**config.mk**
```make
export PLATFORM = sky130hd
export DESIGN_NAME = nibble_serial_adder_flat
export DESIGN_NICKNAME = d
export VERILOG_FILES = /design/src/rtl/nibble_serial_adder_if.sv /design/src/rtl/nibble_serial_adder.sv /design/src/flat_wrapper.sv
export SDC_FILE = /design/constraint.sdc
export NUM_CORES = 1
export LEC_CHECK = 0
export ABC_AREA = 0
export BUFFER_PORTS_ARGS = -buffer_cell sky130_fd_sc_hd__buf_2
export CAP_MARGIN = 20
export CORE_MARGIN = 8
export CORE_UTILIZATION = 58
export DETAILED_ROUTE_END_ITERATION = 10
export GPL_TIMING_DRIVEN = 0
export PLACE_DENSITY = 0.85
export SLEW_MARGIN = 20
export SYNTH_ARGS = -nofsm -noshare
export SYNTH_HDL_FRONTEND = slang
export SYNTH_SLANG_ARGS = --single-unit
```
**constraint.sdc**
```tcl
create_clock -name clk -period 4.2 [get_ports clk]
set_input_delay 0.42 -clock clk [delete_from_list [all_inputs] [get_ports clk]]
set_output_delay 0.42 -clock clk [all_outputs]
set_load 0.05 [all_outputs]
```
**src/rtl/nibble_serial_adder_if.sv**
```systemverilog
// Operand/result handshake bundle for nibble_serial_adder.
interface nibble_serial_adder_if #(
  parameter int WIDTH = 16
);
  logic             in_valid;
  logic             in_ready;
  logic [WIDTH-1:0] a;
  logic [WIDTH-1:0] b;
  logic             cin;
  logic             out_valid;
  logic             out_ready;
  logic [WIDTH-1:0] sum;
  logic             cout;
  logic             ovf;

  modport slave (
    input  in_valid, a, b, cin, out_ready,
    output in_ready, out_valid, sum, cout, ovf
  );

  modport master (
    output in_valid, a, b, cin, out_ready,
    input  in_ready, out_valid, sum, cout, ovf
  );
endinterface

```
**src/rtl/nibble_serial_adder.sv**
```systemverilog
// Wide adder that walks one 4-bit carry-lookahead slice across the operands,
// LSB nibble first, with the inter-nibble carry held in a register.
module nibble_serial_adder #(
  parameter int WIDTH = 16
) (
  input logic                  clk,
  input logic                  rst,
  nibble_serial_adder_if.slave bus
);
  localparam int NIB = WIDTH / 4;
  localparam int KW  = (NIB > 1) ? $clog2(NIB) : 1;
  localparam logic [KW-1:0] K_LAST = KW'(NIB - 1);

  localparam logic [1:0] IDLE = 2'd0;
  localparam logic [1:0] RUN  = 2'd1;
  localparam logic [1:0] DONE = 2'd2;

  logic [1:0]       state_q, state_d;
  logic [WIDTH-1:0] a_q, a_d;
  logic [WIDTH-1:0] b_q, b_d;
  logic [WIDTH-1:0] sum_q, sum_d;
  logic             carry_q, carry_d;
  logic             cout_q, cout_d;
  logic             ovf_q, ovf_d;
  logic [KW-1:0]    k_q, k_d;

  logic [3:0] g, p, s4;
  logic [4:0] c;

  // 4-bit carry-lookahead slice on the low nibble of the shift registers
  always_comb begin
    g    = a_q[3:0] & b_q[3:0];
    p    = a_q[3:0] ^ b_q[3:0];
    c[0] = carry_q;
    c[1] = g[0] | (p[0] & c[0]);
    c[2] = g[1] | (p[1] & g[0]) | (p[1] & p[0] & c[0]);
    c[3] = g[2] | (p[2] & g[1]) | (p[2] & p[1] & g[0]) | (p[2] & p[1] & p[0] & c[0]);
    c[4] = g[3] | (p[3] & g[2]) | (p[3] & p[2] & g[1]) | (p[3] & p[2] & p[1] & g[0])
         | (p[3] & p[2] & p[1] & p[0] & c[0]);
    s4   = p ^ c[3:0];
  end

  always_comb begin
    state_d = state_q;
    a_d     = a_q;
    b_d     = b_q;
    sum_d   = sum_q;
    carry_d = carry_q;
    cout_d  = cout_q;
    ovf_d   = ovf_q;
    k_d     = k_q;
    case (state_q)
      IDLE: begin
        if (bus.in_valid) begin
          state_d = RUN;
          a_d     = bus.a;
          b_d     = bus.b;
          carry_d = bus.cin;
          k_d     = '0;
          sum_d   = '0;
          cout_d  = 1'b0;
          ovf_d   = 1'b0;
        end
      end
      RUN: begin
        a_d     = a_q >> 4;
        b_d     = b_q >> 4;
        // shift form keeps WIDTH=4 legal (no empty slice of sum_q)
        sum_d   = (sum_q >> 4) | (WIDTH'(s4) << (WIDTH - 4));
        carry_d = c[4];
        k_d     = k_q + KW'(1);
        if (k_q == K_LAST) begin
          state_d = DONE;
          cout_d  = c[4];
          ovf_d   = c[3] ^ c[4];
        end
      end
      DONE: begin
        if (bus.out_ready) state_d = IDLE;
      end
      default: state_d = IDLE;
    endcase
  end

  always_ff @(posedge clk or posedge rst) begin
    if (rst) begin
      state_q <= IDLE;
      a_q     <= '0;
      b_q     <= '0;
      sum_q   <= '0;
      carry_q <= 1'b0;
      cout_q  <= 1'b0;
      ovf_q   <= 1'b0;
      k_q     <= '0;
    end else begin
      state_q <= state_d;
      a_q     <= a_d;
      b_q     <= b_d;
      sum_q   <= sum_d;
      carry_q <= carry_d;
      cout_q  <= cout_d;
      ovf_q   <= ovf_d;
      k_q     <= k_d;
    end
  end

  assign bus.in_ready  = (state_q == IDLE);
  assign bus.out_valid = (state_q == DONE);
  assign bus.sum       = sum_q;
  assign bus.cout      = cout_q;
  assign bus.ovf       = ovf_q;
endmodule

```
**src/flat_wrapper.sv**
```systemverilog
// flat-port wrapper written by rule: the top's interface ports become plain ports
module nibble_serial_adder_flat 
#(
  parameter int WIDTH = 16
)
  (clk, rst, bus_in_valid, bus_a, bus_b, bus_cin, bus_out_ready, bus_in_ready, bus_out_valid, bus_sum, bus_cout, bus_ovf);
  nibble_serial_adder_if #(.WIDTH(WIDTH)) bus_i ();
  input logic clk;
  input logic rst;
  input wire logic [$bits(bus_i.in_valid)-1:0] bus_in_valid;
  input wire logic [$bits(bus_i.a)-1:0] bus_a;
  input wire logic [$bits(bus_i.b)-1:0] bus_b;
  input wire logic [$bits(bus_i.cin)-1:0] bus_cin;
  input wire logic [$bits(bus_i.out_ready)-1:0] bus_out_ready;
  output wire logic [$bits(bus_i.in_ready)-1:0] bus_in_ready;
  output wire logic [$bits(bus_i.out_valid)-1:0] bus_out_valid;
  output wire logic [$bits(bus_i.sum)-1:0] bus_sum;
  output wire logic [$bits(bus_i.cout)-1:0] bus_cout;
  output wire logic [$bits(bus_i.ovf)-1:0] bus_ovf;
  assign bus_i.in_valid = bus_in_valid;
  assign bus_i.a = bus_a;
  assign bus_i.b = bus_b;
  assign bus_i.cin = bus_cin;
  assign bus_i.out_ready = bus_out_ready;
  assign bus_in_ready = bus_i.in_ready;
  assign bus_out_valid = bus_i.out_valid;
  assign bus_sum = bus_i.sum;
  assign bus_cout = bus_i.cout;
  assign bus_ovf = bus_i.ovf;
  nibble_serial_adder #(.WIDTH(WIDTH)) u_core (.clk(clk), .rst(rst), .bus(bus_i));
endmodule
```
==> run metrics, run 1 <==
outcome finished, final reports clean; pwr dens 890 nW/um2; RSZ-0062 raised after global routing false; endpoint class of the critical path output pin; leakage power 1.52 nW; largest fanout on the critical path 10; Post-DP Area 2920 um2; Core ar. 4320 um2; Starting Density 0.595; top-area cell type share of the netlist area 0.534; Slowest cell on crit path dfrtp_1; Die H 82.6 um; DP Cell Count 346; Fin. Hold Viols 0; Fin Setup TNS 0 ns; Clk Latency, worst-skew pair 0.30 ns; post-synth top area cell dfrtp_1; cell area after layout 3020 um2; Synth area leaders dfrtp_1 (53%), mux2i_1 (9.7%), a22o_1 (5.8%); Slew Limit Headroom 0.566; TritonCTS clock tree done; DR WL/cell 16.2 um; I/O Buffers 56; Fmax 0.501 GHz; WP data required 3.78 ns; first-pass GRT wire length 9520 um; CTS buffer count 5; Syn Inst Count 238; CP startpoint kind flip-flop; fin crit period 2.00 ns; min-delay worst type primary input to asynchronous set/reset pin; final cell count without fillers 354; sequential fraction of the synthesis area 0.534; crit-path cells buf_6 > clkbuf_1 > nand2_1 > inv_1 > buf_2; Layout fillers 334; initial antenna violation count 0; r2r setup slk 2.60 ns; Final ANT Viol Nets 0; CTS Hold Bufs 0; vias in the first global route 2038; Yosys cell types 31; kind of critical path flip-flop to output pin; post_cts resized 0; fin crit share 0.476; Critical Path AT 1.58 ns; clk slew on worst S/H paths 0.09 ns; clock sink total 55; DR vias/cell 5.64; die area 6830 um2; measured slew at the worst slew-check pin 0.652 ns; Setup Fix Bufs, Post-CTS 0; Cell Area, Synth 2570 um2; r2r worst-path depth 5; Root Driver clkbuf_8; maximum vdd drop 0.424 mV; Syn-to-layout area delta 17.4%; Mapped Nets 281; clock skew 0.00280 ns; max incr delay on CP 0.35 ns; Pre-antenna DRT Iters 4; Ys Warns 0; worst r2r dst u_core.bus.ovf; placer congestion estimate 0.800; worst hold slack 0.214 ns; GRT overflow 0; register bit total from synthesis 55; dpl hpwl 4150 um; largest net degree at the start of global routing 56; I/O Pins 57; n_diodes 0; final WL 5730 um; max-slew violations 0; layout cells sized above 1 0.262; clock buffer depth 2; drt first-iter violations 129; reg2reg start u_core.b_q[1]; routed vias 1995; FP Rows 24; Clock H-tree levels 2; syn avg cell area 10.8 um2; Die Span X 82.6 um; Final #Nets 344; drt drc 0; Total Routing Usage GR 0.180; number of max-cap violations 0; final setup vio count 0
-- power breakdown --
| group | internal [mW] | switching [mW] |
|---|---|---|
| Clock | 0.151 | 0.163 |
| Sequential | 0.770 | 0.156 |
| Combinational | 0.535 | 0.916 |
| Total | 1.46 | 1.23 |
-- registers in the layout, summed over array words and instances (netlist names) --
signal and count:
u_core.a_q 16, u_core.b_q 16, u_core.bus.cout 1, u_core.bus.ovf 1, u_core.bus.sum 16, u_core.carry_q 1, u_core.k_q 2, u_core.state_q 2
-- Yosys cell counts, drive strengths merged --
master / instances
a22oi: 1
nor2: 2
dfrtp: 55
xnor2: 1
o21bai: 2
inv: 7
mux2i: 25
o21ai: 40
xor2: 1
o31ai: 1
buf: 10
and2b: 2
nand2b: 3
a22o: 17
a211oi: 2
a21o: 1
a21boi: 1
nand2: 39
ha: 5
and2: 1
a21oi: 8
o22ai: 2
clkbuf: 6
fa: 1
nor2b: 5
-- cell usage in the layout, fill, tap and decap left out, types with 2 or more instances in the layout --
master    count
a21oi_1       8
a22o_1       17
and2b_4       2
buf_2        60
buf_6         4
clkbuf_1      7
clkbuf_8      7
dfrtp_1      55
ha_1          5
inv_1         6
mux2i_1      25
nand2_1      39
nand2b_1      3
nor2_1        2
nor2b_1       5
o21ai_0      11
o21ai_1      29
o22ai_1       2
-- how the worst max path moves through the flow --
| stage | cells after the start | end | start | slack, ns |
|---|---|---|---|---|
| after detailed placement | 5 | bus_out_valid | u_core.state_q[1] | 2.54 |
| after CTS | 5 | bus_out_valid | u_core.state_q[1] | 2.20 |
| final | 5 | bus_out_valid | u_core.state_q[1] | 2.20 |
| after floorplan | 1 | u_core.a_q[0] | rst | 2.44 |
| after global placement | 2 | u_core.state_q[1] | rst | 1.80 |
| after global routing | 5 | bus_out_valid | u_core.state_q[1] | 2.08 |
-- layout make-up --
cell class,instances,area [um2],area share
Sequential cell,55,1380,0.455
Multi-Input combinational cell,160,1060,0.351
Timing Repair Buffer,56,280,0.0927
Buffer,16,110,0.0364
Clock buffer,8,100,0.0331
Tap cell,52,65.1,0.0215
Inverter,7,28.8,0.00952
-- logic make-up after synthesis --
family | share of synthesized area
AOI/OAI and AO/OA | 0.187
xor gates and xnor gates | 0.00680
adders and majority gates | 0.0321
buffers and inverters | 0.0530
DFF | 0.534
muxes | 0.0972
and+or+nand+nor | 0.0894
-- stage by stage --
stage / setup WS [ns] / power (mW) / util
global route: 2.08 / 2.88 / 0.699
CTS: 2.20 / 2.70 / 0.699
global placement: 1.80 / 2.33 / 0.675
floorplan: 2.44 / 2.04 / -
detailed placement: 2.54 / 2.38 / 0.676
finish: 2.20 / 2.69 / 0.699
-- critical path: cells and delay by family (launching register included) --
family / cells / cell delay, ns
buf+inv: 4 / 0.79
flops: 1 / 0.35
simple gates: 1 / 0.13
-- per-layer routing --
metal / global-route usage / vias up / part of all wire
met5: 0 / - / 0
met4: 0.0621 / 0 / 0.013
met3: 0.0411 / 8 / 0.071
met2: 0.296 / 69 / 0.48
met1: 0.229 / 965 / 0.43
li1: - / 953 / -
No activity file was read; power rests on OpenSTA's default activity.
==> inputs of run 2 (changes only) <==
Settings changed: CORE_UTILIZATION 58 to 48, PLACE_DENSITY 0.85 to 0.75.
Clock period 4.2 ns to 1.7 ns, I/O delays scaled along.
==> run metrics, run 2 (synthesized netlist as in run 1, its figures left out) <==
fin crit period 1.58 ns; RSZ-0062 raised after global routing false; initial antenna violation count 0 (unchanged); Syn-to-layout area delta 17.9%; maximum vdd drop 0.873 mV (+110%); Slew Limit Headroom 0.548 (-0.0179); WP data required 1.90 ns (-1.88 ns); layout cells sized above 1 0.262 (unchanged); largest fanout on the critical path 3 (-7); clock buffer depth 2 (unchanged); CP delay by family, top compound AO/OA/AOI/OAI gates; CTS buffer count 5 (unchanged); largest net degree at the start of global routing 56 (unchanged); Layout fillers 474 (+42%); Clk Latency, worst-skew pair 0.32 ns (+0.02 ns); Total Routing Usage GR 0.156 (-0.0239); Clock H-tree levels 2 (unchanged); Starting Density 0.501 (-0.0945); Die H 89.2 um (+8.0%); vias in the first global route 2002 (-1.8%); pwr dens 2160 nW/um2 (+140%); post_cts resized 0 (unchanged); GR Util met3 0.0561 (+0.0149); GR Layer Usage met1 0.195 (-0.0345); die area 7960 um2 (+17%); Core ar. 5140 um2 (+19%); met2 global-route usage 0.250 (-0.0462); r2r setup slk 0.12 ns (-2.48 ns); Fin. Hold Viols 0 (unchanged); worst hold slack 0.0336 ns (-0.180 ns); endpoint class of the critical path flip-flop; Die Span X 89.2 um (+8.0%); commonest cells after routing, fill and taps aside buf_2 (60), dfrtp_1 (55), nand2_1 (39); n_diodes 0 (unchanged); max incr delay on CP 0.42 ns (+0.07 ns); Pre-antenna DRT Iters 4 (unchanged); fin crit share 0.931; Slowest cell on crit path dfrtp_1; Final #Nets 344 (unchanged); busiest grt layer met2; Power Total 6.56 mW (+140%); DR vias/cell 5.34 (-5.2%); Buf+Inv Stages, Crit Path 0 (-4); kind of critical path flip-flop to flip-flop; crit-path cells ha_1 > a211oi_2 > o21bai_2 > mux2i_1 > o21ai_1; number of max-cap violations 0 (unchanged); GRT overflow 0 (unchanged); max-slew violations 0 (unchanged); placer congestion estimate 0.858 (+7.3%); TritonCTS clock tree done; final WL 5870 um (+2.3%); I/O Pins 57 (unchanged); final setup vio count 0 (unchanged); clock skew 0.0103 ns (+0.00746 ns); I/O Buffers 56 (unchanged); clk slew on worst S/H paths 0.10 ns (about the same); routed vias 1987 (-0.40%); drt first-iter violations 107 (-17%); CP startpoint kind flip-flop; DR WL/cell 15.8 um (-2.6%); drt drc 0 (unchanged); min-delay worst type primary input to flip-flop; DP Cell Count 364 (+5.2%); commonest non-fill, non-tap cell in the layout buf_2; first-pass GRT wire length 9560 um (+0.43%); Fmax 0.632 GHz; Final ANT Viol Nets 0 (unchanged); FP Rows 26 (+8.3%); outcome finished, final reports clean; clock sink total 55 (unchanged); Critical Path AT 1.78 ns (+0.20 ns); Root Driver clkbuf_8; leakage power 1.52 nW (-0.48%); final cell count without fillers 372 (+5.1%); dpl hpwl 4350 um (+4.9%); measured slew at the worst slew-check pin 0.679 ns (+0.0269 ns)
==> run 2: cell count changes in the layout (fill, tap and decap cells not counted), sizes merged <==
| cell | delta |
|---|---|
| clkbuf | -3 |
| clkinv | +1 |
| clkinvlp | +1 |
| dlygate4sd3 | +1 |
==> run 2: cell type report <==
type,instances,area (um2),area share
sequential,55,1380,0.453
multi-input combinational,160,1060,0.350
timing repair buffer,57,290,0.0956
buffer,15,106,0.0350
tap,70,87.6,0.0288
clock buffer,6,72.6,0.0239
inverter,7,28.8,0.00948
clock inverter,2,12.5,0.00412
==> run 2: metal layers <==
metal | vias up | wire, um | part of all wire
li1 | 953 | - | -
met1 | 965 | 2610 | 0.44
met2 | 64 | 2650 | 0.45
met3 | 5 | 550 | 0.094
met4 | 0 | 56 | 0.0095
met5 | - | 0 | 0
==> run 2: through the flow <==
stage	util	cell area [um2]	worst slack, ns	setup TNS, ns
2_1_floorplan	-	2570	0.187	0
3_5_place_dp	0.573	2950	0.166	0
6_report	0.591	3040	0.117	0
5_1_grt	0.591	3040	0.0396	0
3_3_place_gp	0.573	2940	-0.488	-26.67
4_1_cts	0.591	3040	0.134	0
==> run 2: path summary, 6_finish.rpt <==
kind | from | endpoint | cells after the start
setup / recovery | u_core.b_q[0] | u_core.bus.ovf | 5
hold / removal | bus_out_ready | u_core.state_q[1] | 2
setup reg to reg | u_core.b_q[0] | u_core.bus.ovf | 5
hold reg to reg | u_core.a_q[9] | u_core.a_q[9] | 2
max in group asynchronous | rst | u_core.bus.cout | 3
min in group asynchronous | rst | u_core.bus.sum[4] | 3
==> run 2: where the power goes <==
part	switching [mW]	internal, mW	leakage [nW]
combinational	2.24	1.32	0.770
sequential	0.379	1.90	0.706
clock	0.434	0.289	0.0412
==> run 2: what timing repair did <==
item | 4_1_cts | 5_1_grt
hold buffers | 1 | 0
setup buffers | 0 | 0
endpoints found under the setup margin | 1 | 0
hold endpoints to repair | 55 | 0
==> inputs of run 3 (changes only) <==
==> constraint.sdc (replaced) <==
create_clock -name clk -period 1.7 [get_ports clk]
set_input_delay 0.17 -clock clk [delete_from_list [all_inputs] [get_ports clk]]
set_output_delay 0.17 -clock clk [all_outputs]
set_load 0.1 [all_outputs]
==> run metrics, run 3 (synthesized netlist as in run 1, its figures left out) <==
die area 7960 um2 (unchanged); GRT overflow 0 (unchanged); Critical Path AT 1.45 ns (-0.33 ns); Core ar. 5140 um2 (unchanged); fin crit period 1.62 ns (+0.0380 ns); drt first-iter violations 74 (-31%); Fmax 0.617 GHz (-2.3%); outcome finished, final reports clean; reg2reg start u_core.b_q[1]; Total Routing Usage GR 0.161 (+0.00481); clock buffer depth 2 (unchanged); first-pass GRT wire length 9830 um (+2.9%); I/O Buffers 56 (unchanged); commonest non-fill, non-tap cell in the layout buf_2; GR Layer Usage met1 0.206 (+0.0113); dpl hpwl 4420 um (+1.8%); crit-path cells inv_1 > nand2_1 > inv_1 > buf_2; routed vias 1930 (-2.9%); Fin. Hold Viols 0 (unchanged); busiest grt layer met2; final WL 5980 um (+1.9%); worst r2r dst u_core.bus.ovf; final cell count without fillers 372 (unchanged); Starting Density 0.501 (unchanged); Min-Delay Path Depth 2 (unchanged); HP Start bus_out_ready; Final ANT Viol Nets 0 (unchanged); DP Cell Count 364 (unchanged); Setup Fix Bufs, Post-CTS 0 (unchanged); vias in the first global route 2028 (+1.3%); clock skew 0.00552 ns (-0.00474 ns); DR WL/cell 16.1 um (+1.9%); Slew Limit Headroom 0.553 (+0.00504); final setup vio count 0 (unchanged); Clk Latency, worst-skew pair 0.31 ns (about the same); Final #Nets 344 (unchanged); DR vias/cell 5.19 (-2.9%); min-delay worst type primary input to flip-flop; WP data required 1.53 ns (-0.37 ns); most frequent cell on the critical path inv_1; Die Span X 89.2 um (unchanged); Die H 89.2 um (unchanged); cell area after layout 3070 um2 (+1.2%); layout cells sized above 1 0.268 (+0.00662); Post-DP Area 2950 um2 (about the same); Syn-to-layout area delta 19.4%; number of max-cap violations 0 (unchanged); TritonCTS clock tree done; CP startpoint kind flip-flop; drt drc 0 (unchanged); FP Rows 26 (unchanged); GR Util met3 0.0395 (-0.0165); endpoint class of the critical path output pin; hold-critical path endpoint u_core.state_q[1]; n_diodes 0 (unchanged); r2r setup slk 0.11 ns (about the same); initial antenna violation count 0 (unchanged); met2 global-route usage 0.263 (+0.0135); I/O Pins 57 (unchanged); CTS buffer count 5 (unchanged); Slowest cell on crit path dfrtp_1; Root Driver clkbuf_8; commonest cells after routing, fill and taps aside buf_2 (59), dfrtp_1 (55), nand2_1 (39); max-slew violations 0 (unchanged); largest fanout on the critical path 6 (+3); max incr delay on CP 0.47 ns (+0.05 ns); placer congestion estimate 0.851 (-0.80%); kind of critical path flip-flop to output pin; r2r worst-path depth 5 (unchanged); measured slew at the worst slew-check pin 0.671 ns (-0.00757 ns); Pre-antenna DRT Iters 4 (unchanged); Clock H-tree levels 2 (unchanged); fin crit share 0.954 (+0.0224); largest net degree at the start of global routing 56 (unchanged); RSZ-0062 raised after global routing false; clk slew on worst S/H paths 0.09 ns (about the same); clock sink total 55 (unchanged)
run 3: cell count changes in the layout (fill, tap and decap cells not counted):
cell / change
clkbuf_8: +1
bufinv_16: +1
buf_4: +1
clkbuf_1: -1
buf_2: -1
nor2_1: -1
nor2_2: +1
clkinvlp_4: -1
run 3: final cells by class:
type | instances | area [um2]
Sequential cell | 55 | 1380
Tap cell | 70 | 87.6
Clock buffer | 6 | 82.6
Buffer | 15 | 106
Fill cell | 489 | 2070
Inverter | 7 | 28.8
Clock inverter | 2 | 35.0
Timing Repair Buffer | 57 | 293
Multi-Input combinational cell | 160 | 1060
run 3: stage by stage:
stage	hold WS (ns)	setup TNS, ns	utilization	setup slack (ns)
after floorplan	0.261	0	-	0.0601
after global placement	0.350	-26.62	0.573	-0.486
after detailed placement	0.320	0	0.574	0.0533
after CTS	0.0202	0	0.598	0.0632
after global routing	0.0164	0	0.598	0.00943
final	0.0257	0	0.598	0.0788
run 3: how the worst max path moves through the flow:
| stage | startpoint | to | slack, ns | depth (start not counted) |
|---|---|---|---|---|
| after floorplan | u_core.state_q[1] | bus_in_ready | 0.06 | 3 |
| after global placement | rst | u_core.b_q[15] | -0.49 | 2 |
| after detailed placement | u_core.state_q[1] | bus_out_valid | 0.05 | 5 |
| after CTS | u_core.state_q[0] | bus_out_valid | 0.06 | 4 |
| after global routing | u_core.state_q[0] | bus_out_valid | 0.009 | 4 |
| final | u_core.state_q[0] | bus_out_valid | 0.08 | 4 |
run 3: layer usage:
metal,wire length [um],vias up
met5,0,-
met3,363,6
met2,2780,51
li1,-,954
met1,2780,919
met4,53,0
run 3: critical path: cells and delay by family (launching register included):
family | cells | cell delay (ns)
AND/OR/NAND/NOR | 1 | 0.08
flip-flops | 1 | 0.47
buffers and inverters | 3 | 0.59
run 3: what timing repair did:
| action | 4_1_cts | 5_1_grt |
|---|---|---|
| gates resized for setup | 1 | 0 |
| setup endpoints to repair | 2 | 0 |
| hold buffers | 1 | 0 |
| hold endpoints to repair | 55 | 0 |
Power of run 3 is not shown: default switching activity piles up to over one toggle a cycle in this logic, so the estimate is an artifact.
